File: src/rtl/inst_queue_pkg.sv
`default_nettype none
// ============================================================================
//  Module   : inst_queue_pkg
//  Purpose  : Shared constants, types and helpers for the instruction
//             prefetch queue (default field widths, decode field offsets,
//             IR update action encoding, Count width helper).
//  Ports    : none (package)
//  Revision : 1.0  initial release
// ============================================================================
package inst_queue_pkg;

  localparam int IW_DEF  = 10;
  localparam int OPW_DEF = 4;
  localparam int RW_DEF  = 3;

  // Decode field MSB positions for the default word layout:
  // [opcode | X | Y | unused low bits]
  localparam int OP_MSB = IW_DEF - 1;
  localparam int X_MSB  = OP_MSB - OPW_DEF;
  localparam int Y_MSB  = X_MSB - RW_DEF;

  // What the instruction register does this cycle.
  typedef enum logic [2:0] {
    IR_HOLD   = 3'd0,
    IR_FLUSH  = 3'd1,
    IR_POP    = 3'd2,
    IR_BYPASS = 3'd3,
    IR_BUBBLE = 3'd4
  } ir_act_e;

  // Count must represent 0..DEPTH inclusive.
  function automatic int cnt_w(input int depth);
    return $clog2(depth + 1);
  endfunction

endpackage : inst_queue_pkg
`default_nettype wire

File: src/rtl/inst_prefetch_queue_if.sv
`default_nettype none
// ============================================================================
//  Module   : inst_prefetch_queue_if
//  Purpose  : Bus bundle between the control/memory side and the prefetch
//             queue.
//  Ports    : master modport drives InstEntrada/InstValid/IRIn/Flush and
//             observes IR, decode and status; slave modport is the queue.
//  Revision : 1.0  initial release
// ============================================================================
interface inst_prefetch_queue_if #(
  parameter int IW    = 10,
  parameter int DEPTH = 4,
  parameter int OPW   = 4,
  parameter int RW    = 3
);
  import inst_queue_pkg::*;

  localparam int CW = cnt_w(DEPTH);

  logic [IW-1:0]  InstEntrada;
  logic           InstValid;
  logic           IRIn;
  logic           Flush;
  logic [IW-1:0]  InstSaida;
  logic           IRValid;
  logic [OPW-1:0] Opcode;
  logic [RW-1:0]  RegX;
  logic [RW-1:0]  RegY;
  logic           QueueFull;
  logic           QueueEmpty;
  logic [CW-1:0]  Count;
  logic           Overflow;

  modport master (
    output InstEntrada, InstValid, IRIn, Flush,
    input  InstSaida, IRValid, Opcode, RegX, RegY,
    input  QueueFull, QueueEmpty, Count, Overflow
  );

  modport slave (
    input  InstEntrada, InstValid, IRIn, Flush,
    output InstSaida, IRValid, Opcode, RegX, RegY,
    output QueueFull, QueueEmpty, Count, Overflow
  );

endinterface : inst_prefetch_queue_if
`default_nettype wire

File: src/rtl/inst_queue_storage.sv
`default_nettype none
// ============================================================================
//  Module   : inst_queue_storage
//  Purpose  : DEPTH x IW register array for the prefetch queue.
//  Ports    : clk_i      - clock
//             we_i       - write enable
//             waddr_i    - write pointer
//             wdata_i    - word to store
//             raddr_i    - read pointer
//             rdata_o    - asynchronous read of the entry at raddr_i
//  Revision : 1.0  initial release
// ============================================================================
module inst_queue_storage #(
  parameter int IW    = 10,
  parameter int DEPTH = 4,
  parameter int PW    = $clog2(DEPTH)
) (
  input  wire logic          clk_i,
  input  wire logic          we_i,
  input  wire logic [PW-1:0] waddr_i,
  input  wire logic [IW-1:0] wdata_i,
  input  wire logic [PW-1:0] raddr_i,
  output logic      [IW-1:0] rdata_o
);

  // Data entries need no reset: validity is tracked by the pointers/Count.
  logic [IW-1:0] mem_q [DEPTH];

  always_ff @(posedge clk_i) begin
    if (we_i) begin
      mem_q[waddr_i] <= wdata_i;
    end
  end

  assign rdata_o = mem_q[raddr_i];

endmodule : inst_queue_storage
`default_nettype wire

File: src/rtl/inst_prefetch_queue.sv
`default_nettype none
// ============================================================================
//  Module   : inst_prefetch_queue
//  Purpose  : Instruction register fed by a DEPTH-entry prefetch FIFO, with
//             empty-queue bypass, sticky overflow and field decode.
//  Ports    : Clock  - system clock
//             Reset  - synchronous active-high reset
//             bus    - slave side of inst_prefetch_queue_if (push data,
//                      IRIn/Flush controls, IR, decode fields, status)
//  Revision : 1.0  initial release
// ============================================================================
module inst_prefetch_queue
  import inst_queue_pkg::*;
#(
  parameter int IW    = IW_DEF,
  parameter int DEPTH = 4,
  parameter int OPW   = OPW_DEF,
  parameter int RW    = RW_DEF
) (
  input wire logic Clock,
  input wire logic Reset,
  inst_prefetch_queue_if.slave bus
);

  localparam int PW     = $clog2(DEPTH);
  localparam int CW     = cnt_w(DEPTH);
  localparam int OPMSB  = IW - 1;
  localparam int XMSB   = OPMSB - OPW;
  localparam int YMSB   = XMSB - RW;
  localparam logic [CW-1:0] FULL_CNT = CW'(DEPTH);

  logic [PW-1:0] wptr_q, wptr_d;
  logic [PW-1:0] rptr_q, rptr_d;
  logic [CW-1:0] cnt_q, cnt_d;
  logic [IW-1:0] ir_q, ir_d;
  logic          irv_q, irv_d;
  logic          ovf_q, ovf_d;

  logic [IW-1:0] head_word;
  logic          w_empty, w_full, w_pop, w_bypass, w_push, w_drop, w_we;
  ir_act_e       w_act;

  assign w_empty  = (cnt_q == '0);
  assign w_full   = (cnt_q == FULL_CNT);
  assign w_pop    = bus.IRIn && !w_empty;
  // A bypassed word goes straight to the IR and never occupies an entry.
  assign w_bypass = bus.IRIn && w_empty && bus.InstValid;
  assign w_push   = bus.InstValid && !w_bypass && (!w_full || w_pop);
  assign w_drop   = bus.InstValid && w_full && !w_pop;
  assign w_we     = w_push && !bus.Flush;

  inst_queue_storage #(
    .IW    (IW),
    .DEPTH (DEPTH),
    .PW    (PW)
  ) u_storage (
    .clk_i   (Clock),
    .we_i    (w_we),
    .waddr_i (wptr_q),
    .wdata_i (bus.InstEntrada),
    .raddr_i (rptr_q),
    .rdata_o (head_word)
  );

  always_comb begin
    w_act = IR_HOLD;
    if (bus.Flush)       w_act = IR_FLUSH;
    else if (w_pop)      w_act = IR_POP;
    else if (w_bypass)   w_act = IR_BYPASS;
    else if (bus.IRIn)   w_act = IR_BUBBLE;
  end

  always_comb begin
    wptr_d = wptr_q;
    rptr_d = rptr_q;
    cnt_d  = cnt_q;
    ir_d   = ir_q;
    irv_d  = irv_q;
    ovf_d  = ovf_q;

    if (bus.Flush) begin
      wptr_d = '0;
      rptr_d = '0;
      cnt_d  = '0;
      ovf_d  = 1'b0;
    end else begin
      // DEPTH is a power of two, so pointer increments wrap naturally.
      if (w_push) wptr_d = wptr_q + PW'(1);
      if (w_pop)  rptr_d = rptr_q + PW'(1);
      cnt_d = cnt_q + CW'(w_push) - CW'(w_pop);
      if (w_drop) ovf_d = 1'b1;
    end

    case (w_act)
      IR_FLUSH: begin
        ir_d  = '0;
        irv_d = 1'b0;
      end
      IR_POP: begin
        ir_d  = head_word;
        irv_d = 1'b1;
      end
      IR_BYPASS: begin
        ir_d  = bus.InstEntrada;
        irv_d = 1'b1;
      end
      IR_BUBBLE: irv_d = 1'b0;
      default: ;
    endcase
  end

  always_ff @(posedge Clock) begin
    if (Reset) begin
      wptr_q <= '0;
      rptr_q <= '0;
      cnt_q  <= '0;
      ir_q   <= '0;
      irv_q  <= 1'b0;
      ovf_q  <= 1'b0;
    end else begin
      wptr_q <= wptr_d;
      rptr_q <= rptr_d;
      cnt_q  <= cnt_d;
      ir_q   <= ir_d;
      irv_q  <= irv_d;
      ovf_q  <= ovf_d;
    end
  end

  assign bus.InstSaida  = ir_q;
  assign bus.IRValid    = irv_q;
  assign bus.Opcode     = ir_q[OPMSB -: OPW];
  assign bus.RegX       = ir_q[XMSB -: RW];
  assign bus.RegY       = ir_q[YMSB -: RW];
  assign bus.Count      = cnt_q;
  assign bus.QueueEmpty = w_empty;
  assign bus.QueueFull  = w_full;
  assign bus.Overflow   = ovf_q;

endmodule : inst_prefetch_queue
`default_nettype wire

File: src/flat_wrapper.sv
// flat-port wrapper written by rule: the top's interface ports become plain ports
module inst_prefetch_queue_flat import inst_queue_pkg::*;
#(
  parameter int IW    = IW_DEF,
  parameter int DEPTH = 4,
  parameter int OPW   = OPW_DEF,
  parameter int RW    = RW_DEF
)
  (Clock, Reset, bus_InstEntrada, bus_InstValid, bus_IRIn, bus_Flush, bus_InstSaida, bus_IRValid, bus_Opcode, bus_RegX, bus_RegY, bus_QueueFull, bus_QueueEmpty, bus_Count, bus_Overflow);
  inst_prefetch_queue_if #(.IW(IW), .DEPTH(DEPTH), .OPW(OPW), .RW(RW)) bus_i ();
  input wire logic Clock;
  input wire logic Reset;
  input wire logic [$bits(bus_i.InstEntrada)-1:0] bus_InstEntrada;
  input wire logic [$bits(bus_i.InstValid)-1:0] bus_InstValid;
  input wire logic [$bits(bus_i.IRIn)-1:0] bus_IRIn;
  input wire logic [$bits(bus_i.Flush)-1:0] bus_Flush;
  output wire logic [$bits(bus_i.InstSaida)-1:0] bus_InstSaida;
  output wire logic [$bits(bus_i.IRValid)-1:0] bus_IRValid;
  output wire logic [$bits(bus_i.Opcode)-1:0] bus_Opcode;
  output wire logic [$bits(bus_i.RegX)-1:0] bus_RegX;
  output wire logic [$bits(bus_i.RegY)-1:0] bus_RegY;
  output wire logic [$bits(bus_i.QueueFull)-1:0] bus_QueueFull;
  output wire logic [$bits(bus_i.QueueEmpty)-1:0] bus_QueueEmpty;
  output wire logic [$bits(bus_i.Count)-1:0] bus_Count;
  output wire logic [$bits(bus_i.Overflow)-1:0] bus_Overflow;
  assign bus_i.InstEntrada = bus_InstEntrada;
  assign bus_i.InstValid = bus_InstValid;
  assign bus_i.IRIn = bus_IRIn;
  assign bus_i.Flush = bus_Flush;
  assign bus_InstSaida = bus_i.InstSaida;
  assign bus_IRValid = bus_i.IRValid;
  assign bus_Opcode = bus_i.Opcode;
  assign bus_RegX = bus_i.RegX;
  assign bus_RegY = bus_i.RegY;
  assign bus_QueueFull = bus_i.QueueFull;
  assign bus_QueueEmpty = bus_i.QueueEmpty;
  assign bus_Count = bus_i.Count;
  assign bus_Overflow = bus_i.Overflow;
  inst_prefetch_queue #(.IW(IW), .DEPTH(DEPTH), .OPW(OPW), .RW(RW)) u_core (.Clock(Clock), .Reset(Reset), .bus(bus_i));
endmodule
File: config.mk
export PLATFORM = sky130hd
export DESIGN_NAME = inst_prefetch_queue_flat
export DESIGN_NICKNAME = d
export VERILOG_FILES = /design/src/rtl/inst_queue_pkg.sv /design/src/rtl/inst_prefetch_queue_if.sv /design/src/rtl/inst_queue_storage.sv /design/src/rtl/inst_prefetch_queue.sv /design/src/flat_wrapper.sv
export SDC_FILE = /design/constraint.sdc
export NUM_CORES = 1
export LEC_CHECK = 0
export ABC_CLOCK_PERIOD_IN_PS = 6300
export CAP_MARGIN = 30
export CORE_MARGIN = 2
export CORE_UTILIZATION = 50
export DETAILED_ROUTE_END_ITERATION = 6
export GPL_TIMING_DRIVEN = 0
export PLACE_DENSITY = 0.78
export SLEW_MARGIN = 15
export SYNTH_ARGS = -nofsm -noshare
export SYNTH_HDL_FRONTEND = slang
export SYNTH_SLANG_ARGS = --single-unit
export TNS_END_PERCENT = 50
File: constraint.sdc
create_clock -name Clock -period 6.3 [get_ports Clock]
set_input_delay 1.575 -clock Clock [delete_from_list [all_inputs] [get_ports Clock]]
set_output_delay 1.575 -clock Clock [all_outputs]
set_load 0.1 [all_outputs]
After elaboration in Yosys (flattened, before gate mapping):

Memories as Yosys holds them, arrays and structs flattened. A register that Yosys moved wholly into a read port is not among the register bits.
Cells that the tools add are included.

* flip-flop bits (word level): 19
* RAM bits: 40
* input port bits: 15
* output and inout port bits: 27
* logic and storage cells: 46
* memories kept: 1

Memories
* u_core.u_storage.mem_q: depth 4, width 10, rd ports 1, clocked after memory_dff 1, wr ports 1, RTL line inst_queue_storage.sv:27 `logic [IW-1:0] mem_q [DEPTH];`

* add/subtract/negate cells: 4
* equal/unequal tests: 5
* muxes and demuxes: 10
* reductions and logical operators: 20

Operators with widths (number)
* $pmux W10 S3: 1
* $mux W3: 4
* $logic_and A1 B1 Y1: 8
* $eq A3 B2 Y1 const B: 2
* $eq A3 B3 Y1 const B: 2
* $reduce_or A2 Y1: 3
* $logic_not A1 Y1: 5
* $add A2 B1 Y2 const B: 2
* $mux W2: 2
* $add A3 B1 Y3: 1
* $eq A3 B1 Y1 const B: 1
* $logic_not A3 Y1: 1
* $reduce_bool A3 Y1: 1
* $sub A3 B1 Y3: 1
* $mux W1: 2
* $pmux W1 S2: 1
* $reduce_bool A2 Y1: 1
* $logic_or A1 B1 Y1: 1

Depth between registers and ports, before layout:

Gate-level depths: netlist of the first run.

* word-level depth: 9
* depth in mapped cells: 11
* mapped depth without buffers: 10

Modules after synthesis:

Synthesis of the first run repeated with hierarchy kept, for this count alone.

* cell total of the unflattened synthesis: 175
* area total of the unflattened synthesis: 2532.4 um2

By module, submodules not included
* inst_queue_storage: instances 1, cells an instance 56, area each 1473.9 um2, sequential area each 1201.2 um2
* inst_prefetch_queue: instances 1, cells an instance 119, area each 1058.5 um2, sequential area each 380.4 um2

Least setup slack after synthesis of the first run:

Ideal clock, no wire load.

* path type: reg-to-output
* from: register u_core.cnt_q[2] (netlist: u_core.bus.Count[2])
* to: output port bus_QueueFull
* data arrival time: 3396 ps
* required time: 4725 ps
* setup slack: 1329 ps
* cell stages (with the launch flop): 2
* path buffers: 0
* cells stage by stage: dfxtp_1 nor3b_1

* word-level cells in the longest chain between the ends: 1

Ends and longest elaborated chain
* start: declaration: RTL line inst_prefetch_queue.sv:34 `logic [CW-1:0] cnt_q, cnt_d;`
* start signal: assignment: RTL line inst_prefetch_queue.sv:123 `cnt_q <= cnt_d;`
* $eq A3 B3 Y1: RTL line inst_prefetch_queue.sv:44 `assign w_full = (cnt_q == FULL_CNT);`
* end: declaration: RTL line flat_wrapper.sv:22 `output wire logic [$bits(bus_i.QueueFull)-1:0] bus_QueueFull;`

Every way passes these cells.

Worst setup path in the final report of the first run:

Same ends and word-level chain as after synthesis.

==> impl_metrics.env, run 1 <==
export IMPL_syn_area_um2=2490
export IMPL_final_cell_mix="clkdlybuf4s50_1, edfxtp_1, dfxtp_1, nor2_1"
export IMPL_dr_total_vias=1489
export IMPL_clk_path_buf_depth=2
export IMPL_place_ws_ns=2.72
export IMPL_num_fill_cells=356
export IMPL_first_pass_iters=4
export IMPL_synth_warnings=0
export IMPL_route_detailed_drc=0
export IMPL_hold_viol=0
export IMPL_gp_congestion=0.708
export IMPL_peakVddDrop_v=0.000206
export IMPL_dieWidth_um=74.5
export IMPL_r2r_slack_ns=3.84
export IMPL_antenna_cells=0
export IMPL_clk_latency_ns=0.33
export IMPL_cp_cell_sequence="nor3b_1 -> clkdlybuf4s50_1"
export IMPL_r2r_cells=10
export IMPL_layout_drive_gt1_share_pct=18.7
export IMPL_clkSlewWorstSetupHoldPaths_ns=0.06
export IMPL_cts_tree="yes"
export IMPL_wire_per_inst_um=15.5
export IMPL_setup_viol=0
export IMPL_arrival_ns=2.38
export IMPL_cpPeakStageDelay_ns=1.21
export IMPL_grt_pass1_wl_um=7480
export IMPL_crit_path_end_kind="primary output"
export IMPL_cts_sinks=61
export IMPL_grt_max_degree=11
export IMPL_hold_end="u_core.bus.InstSaida[0]"
export IMPL_critPathLaunchType="flop"
export IMPL_postCtsResizedCells=0
export IMPL_min_from="u_core.bus.InstSaida[0]"
export IMPL_regArea_um2=1620
export IMPL_critPathRequiredTime_ns=4.72
export IMPL_tightest_slew_ns=0.987
export IMPL_syn_area_per_cell_um2=14.7
export IMPL_wl_met3_um=180
export IMPL_fp_coreArea_um2=4750
export IMPL_cts_buffers=9
export IMPL_synthToLayoutAreaGrowth_pct=26.4
export IMPL_seq_area_frac_synth_pct=65.2
export IMPL_ys_ff_latch=61
export IMPL_wl_met1_um=1830
export IMPL_first_iter_violations=74
export IMPL_ys_flop_type="edfxtp_1"
export IMPL_track_usage_pct=19.3
export IMPL_power_per_cell_area_nw_per_um2=304
export IMPL_maxSlewHeadroom_pct=34.0
export IMPL_synth_cells=169
export IMPL_highest_layer="met4"
export IMPL_period_needed_ns=3.95
export IMPL_fp_row_count=25
export IMPL_tns_ns=0
export IMPL_synthTopCellsByArea="edfxtp_1, dfxtp_1, mux4_2"
export IMPL_die_h_um=74.5
export IMPL_critPathTopFamily="buffers and inverters"
export IMPL_p_leak_nw=1.09
export IMPL_clockRootBuffer="clkbuf_8"
export IMPL_synth_edf_count=40
export IMPL_fin_nets=242
export IMPL_antenna_found_initial=0
export IMPL_critPathKind="reg2out"
export IMPL_r2r_start="u_core.bus.Count[2]"
export IMPL_ant_nets=0
export IMPL_synth_top_area_share_pct=48.3
export IMPL_grt_pass1_vias=1559
export IMPL_crit_slowest_cell="clkdlybuf4s50_1"
export IMPL_boundaryPins=42
export IMPL_multi_input_area_um2=731
export IMPL_hold_class="reg2reg"
export IMPL_cts_max_level=3
export IMPL_fin_crit_sh_pct=62.8
export IMPL_hold_depth=2
export IMPL_ys_async_sr_fraction_pct=0
export IMPL_slew_viol_final=0
export IMPL_met2_length_um=2470
export IMPL_synth_top_cell_by_area="edfxtp_1"
export IMPL_post_cts_buffers=0
export IMPL_cp_max_fo=7
export IMPL_hpwl_um=3060
export IMPL_fin_skew_ns=0.00720
export IMPL_initial_core_util_pct=52.3
export IMPL_hold_buffers=0
export IMPL_synth_fp_nets=191
export IMPL_drv_cap=0
export IMPL_rsz0062_at_grt="no"
export IMPL_die_area_um2=5550
export IMPL_setup_slack_ns=2.35
export IMPL_io_buffers=40
export IMPL_r2r_end="u_core.bus.Count[2]"
export IMPL_fmax_mhz=253
export IMPL_status="complete, no violations"
export IMPL_timing_critical_path_buf_inv=1
export IMPL_drt_vias_per_instance=5.10
export IMPL_grt_overflow=0
export IMPL_ys_types=30
export IMPL_routed_wl_um=4540
==> report_power, final <==
group          internal, mW  switching, mW
combinational        0.0631          0.143
clock                 0.163          0.138
sequential            0.440        0.00984
total                 0.666          0.291
==> worst register-to-register path, cell delays in order (launching register included) <==
cell and delay (ns):
dfxtp_1 0.38, o31ai_1 0.59, inv_1 0.10, ha_1 0.29, inv_1 0.06, ha_1 0.13, inv_1 0.05, fa_1 0.38
xor2_1 0.16, xnor2_1 0.15, nor2_1 0.06
==> Yosys cell counts, types with 2 or more instances <==
library cell  instances
a21oi_1              10
a22oi_1              10
and2_1                4
buf_2                 2
buf_4                10
clkbuf_1              2
dfxtp_1              21
edfxtp_1             40
ha_1                  6
inv_1                10
mux4_2               10
nand2_1              11
nor2_1               12
xnor2_1               3
xor2_1                3
==> per-stage QoR <==
stage               power (mW)  cells  hold slack (ns)  area [um^2]  utilization [%]
finish                   0.957    292            0.462         3140             66.1
global placement         0.662    276            0.453         2970             62.5
CTS                      0.968    292            0.468         3140             66.1
global route             0.995    292            0.488         3140             66.1
floorplan                0.613    169            0.485         2490                -
detailed placement       0.665    276            0.459         2970             62.5
==> area by class of cell <==
cell class,count,share of cell area (%)
Clock inverter,2,0.318
Multi-Input combinational cell,83,23.2
Sequential cell,61,51.6
Tap cell,67,2.67
Inverter,10,1.19
Timing Repair Buffer,40,12.7
Clock buffer,14,5.18
Buffer,15,3.07
==> per-layer routing <==
layer | GRT usage [%] | up-vias
met3 | 7.59 | 6
met1 | 22.0 | 738
met5 | 0 | -
met2 | 32.4 | 34
met4 | 8.73 | 0
li1 | - | 711
==> kinds of logic after synthesis <==
family	count (synthesis)	share of synthesized area, %
adder cells (fa/ha/maj)	7	3.82
multiplexers	11	9.46
AO/OA/AOI/OAI	24	6.74
XOR/XNOR	6	2.11
flip-flops	61	65.2
AND/OR/NAND/NOR	35	7.25
buffers and inverters	25	5.39
==> flip-flops by register name (all words and copies together) (netlist names), named ones only <==
signal                  cells
u_core.bus.Overflow         1
u_core.bus.IRValid          1
u_core.rptr_q               2
u_core.bus.InstSaida       10
u_core.wptr_q               2
u_core.bus.Count            3
u_core.u_storage.mem_q     40
==> worst max-delay path by stage <==
stage                                end  depth (start not counted)           startpoint
final                      bus_QueueFull                          2  u_core.bus.Count[2]
after floorplan            bus_QueueFull                          1  u_core.bus.Count[2]
after CTS                 bus_QueueEmpty                          3  u_core.bus.Count[2]
after global placement    bus_QueueEmpty                          3  u_core.bus.Count[2]
after detailed placement  bus_QueueEmpty                          3  u_core.bus.Count[2]
after global routing       bus_QueueFull                          2  u_core.bus.Count[2]
Power figures use the tool's default switching activity.
==> run 2: changes to the inputs <==
--- a/config.mk
+++ b/config.mk
@@ -5,13 +5,13 @@
 export SDC_FILE = /design/constraint.sdc
 export NUM_CORES = 1
 export LEC_CHECK = 0
-export ABC_CLOCK_PERIOD_IN_PS = 6300
+export ABC_CLOCK_PERIOD_IN_PS = 3510
 export CAP_MARGIN = 30
 export CORE_MARGIN = 2
-export CORE_UTILIZATION = 50
+export CORE_UTILIZATION = 47
 export DETAILED_ROUTE_END_ITERATION = 6
 export GPL_TIMING_DRIVEN = 0
-export PLACE_DENSITY = 0.78
+export PLACE_DENSITY = 0.77
 export SLEW_MARGIN = 15
 export SYNTH_ARGS = -nofsm -noshare
 export SYNTH_HDL_FRONTEND = slang
==> constraint.sdc (replaced) <==
create_clock -name Clock -period 3.51 [get_ports Clock]
set_input_delay 0.8775 -clock Clock [delete_from_list [all_inputs] [get_ports Clock]]
set_output_delay 0.8775 -clock Clock [all_outputs]
set_load 0.1 [all_outputs]
==> run 2 against run 1 <==
Net effect: via count down 1.5%; cell area up 1.0%; highest routed layer unchanged; largest cell class unchanged; global-route usage down 2.7 points; critical path depth up 1.
==> impl_metrics.env, run 2 (synthesis gave the netlist of run 1 again) <==
export IMPL_status="complete, no violations"
export IMPL_wl_met3_um=182
export IMPL_clk_path_buf_depth=2
export IMPL_cts_buffers=9
export IMPL_setup_viol=0
export IMPL_initial_core_util_pct=48.7
export IMPL_gp_congestion=0.707
export IMPL_cpPeakStageDelay_ns=1.12
export IMPL_fin_crit_sh_pct=91.5
export IMPL_hpwl_um=2940
export IMPL_min_from="u_core.bus.InstSaida[8]"
export IMPL_crit_path_end_kind="primary output"
export IMPL_grt_max_degree=11
export IMPL_final_cell_mix="clkdlybuf4s50_1, edfxtp_1, dfxtp_1, nor2_1"
export IMPL_antenna_found_initial=0
export IMPL_final_area_um2=3180
export IMPL_wire_per_inst_um=14.7
export IMPL_cts_tree="yes"
export IMPL_critPathRequiredTime_ns=2.63
export IMPL_route_detailed_drc=0
export IMPL_fp_coreArea_um2=5110
export IMPL_drt_vias_per_instance=4.97
export IMPL_hold_ws_ns=0.467
export IMPL_arrival_ns=2.33
export IMPL_fin_nets=242
export IMPL_dr_total_vias=1467
export IMPL_fmax_mhz=311
export IMPL_rsz0062_at_grt="no"
export IMPL_synthToLayoutAreaGrowth_pct=27.7
export IMPL_met2_length_um=2260
export IMPL_hold_class="reg2reg"
export IMPL_track_usage_pct=16.7
export IMPL_cts_max_level=3
export IMPL_cp_max_fo=7
export IMPL_grt_overflow=0
export IMPL_highest_layer="met4"
export IMPL_r2r_start="u_core.bus.Count[2]"
export IMPL_first_pass_iters=4
export IMPL_peakVddDrop_v=0.000275
export IMPL_p_leak_nw=1.10
export IMPL_tns_ns=0
export IMPL_wl_met1_um=1780
export IMPL_first_iter_violations=122
export IMPL_cp_startpoint="u_core.bus.Count[2]"
export IMPL_dp_cells=279
export IMPL_p_total_mw=1.78
export IMPL_largest_reg_flops=40
export IMPL_grt_pass1_wl_um=7270
export IMPL_fin_skew_ns=0.00906
export IMPL_boundaryPins=42
export IMPL_placed_area_um2=2980
export IMPL_clockRootBuffer="clkbuf_8"
export IMPL_clkSlewWorstSetupHoldPaths_ns=0.06
export IMPL_critPathKind="reg2out"
export IMPL_die_h_um=76.7
export IMPL_period_needed_ns=3.21
export IMPL_grt_pass1_vias=1452
export IMPL_power_per_cell_area_nw_per_um2=562
export IMPL_dieWidth_um=76.7
export IMPL_slew_viol_final=0
export IMPL_drv_cap=0
export IMPL_crit_slowest_cell="clkdlybuf4s50_1"
export IMPL_post_cts_buffers=0
export IMPL_cts_sinks=61
export IMPL_layout_drive_gt1_share_pct=18.7
export IMPL_fin_util_pct=62.2
export IMPL_io_buffers=40
export IMPL_hold_buffers=0
export IMPL_tightest_slew_ns=0.976
export IMPL_fin_cells=295
export IMPL_regMostFlops="u_core.u_storage.mem_q"
export IMPL_critPathLaunchType="flop"
export IMPL_fp_row_count=26
export IMPL_routed_wl_um=4320
export IMPL_setup_slack_ns=0.298
export IMPL_maxSlewHeadroom_pct=34.7
export IMPL_antenna_cells=0
export IMPL_hold_viol=0
export IMPL_postCtsResizedCells=0
export IMPL_cp_cell_sequence="or3_4 -> inv_1 -> clkdlybuf4s50_1"
export IMPL_die_area_um2=5890
export IMPL_ant_nets=0
export IMPL_clk_latency_ns=0.33
export IMPL_place_ws_ns=0.648
[run 2: layer usage]
metal | global-route usage [%] | vias up
li1 | - | 711
met3 | 5.41 | 8
met2 | 27.1 | 31
met1 | 19.8 | 717
met5 | 0 | -
met4 | 8.73 | 0
[run 2: area by class of cell]
| class | instances | area (um^2) |
|---|---|---|
| fillers | 416 | 1930 |
| flip-flops and latches | 61 | 1620 |
| multi-input cells | 83 | 736 |
| repair buffers | 40 | 400 |
| clock buffers | 15 | 166 |
| plain buffers | 15 | 96.3 |
| well taps | 70 | 87.6 |
| inverters | 10 | 37.5 |
| clock inverters | 1 | 30.0 |
[run 2: critical path, delay by kind of cell (launching register included)]
family / cells / cell delay, ns
buffers and inverters: 2 / 1.18
flip-flops: 1 / 0.38
AND/OR/NAND/NOR: 1 / 0.44
[run 2: report_power, final]
group / internal (mW) / switching [mW] / leakage [nW]
clock: 0.368 / 0.242 / 0.0979
combinational: 0.113 / 0.254 / 0.474
sequential: 0.789 / 0.0184 / 0.532
total: 1.27 / 0.515 / 1.10
[run 2: worst paths after layout]
path,depth (start not counted),slack (ns),endpoint
worst min register to register,2,0.47,u_core.bus.InstSaida[8]
worst max-delay path,3,0.30,bus_QueueEmpty
worst max register to register,10,1.13,u_core.bus.Count[2]
worst min-delay path,2,0.47,u_core.bus.InstSaida[8]
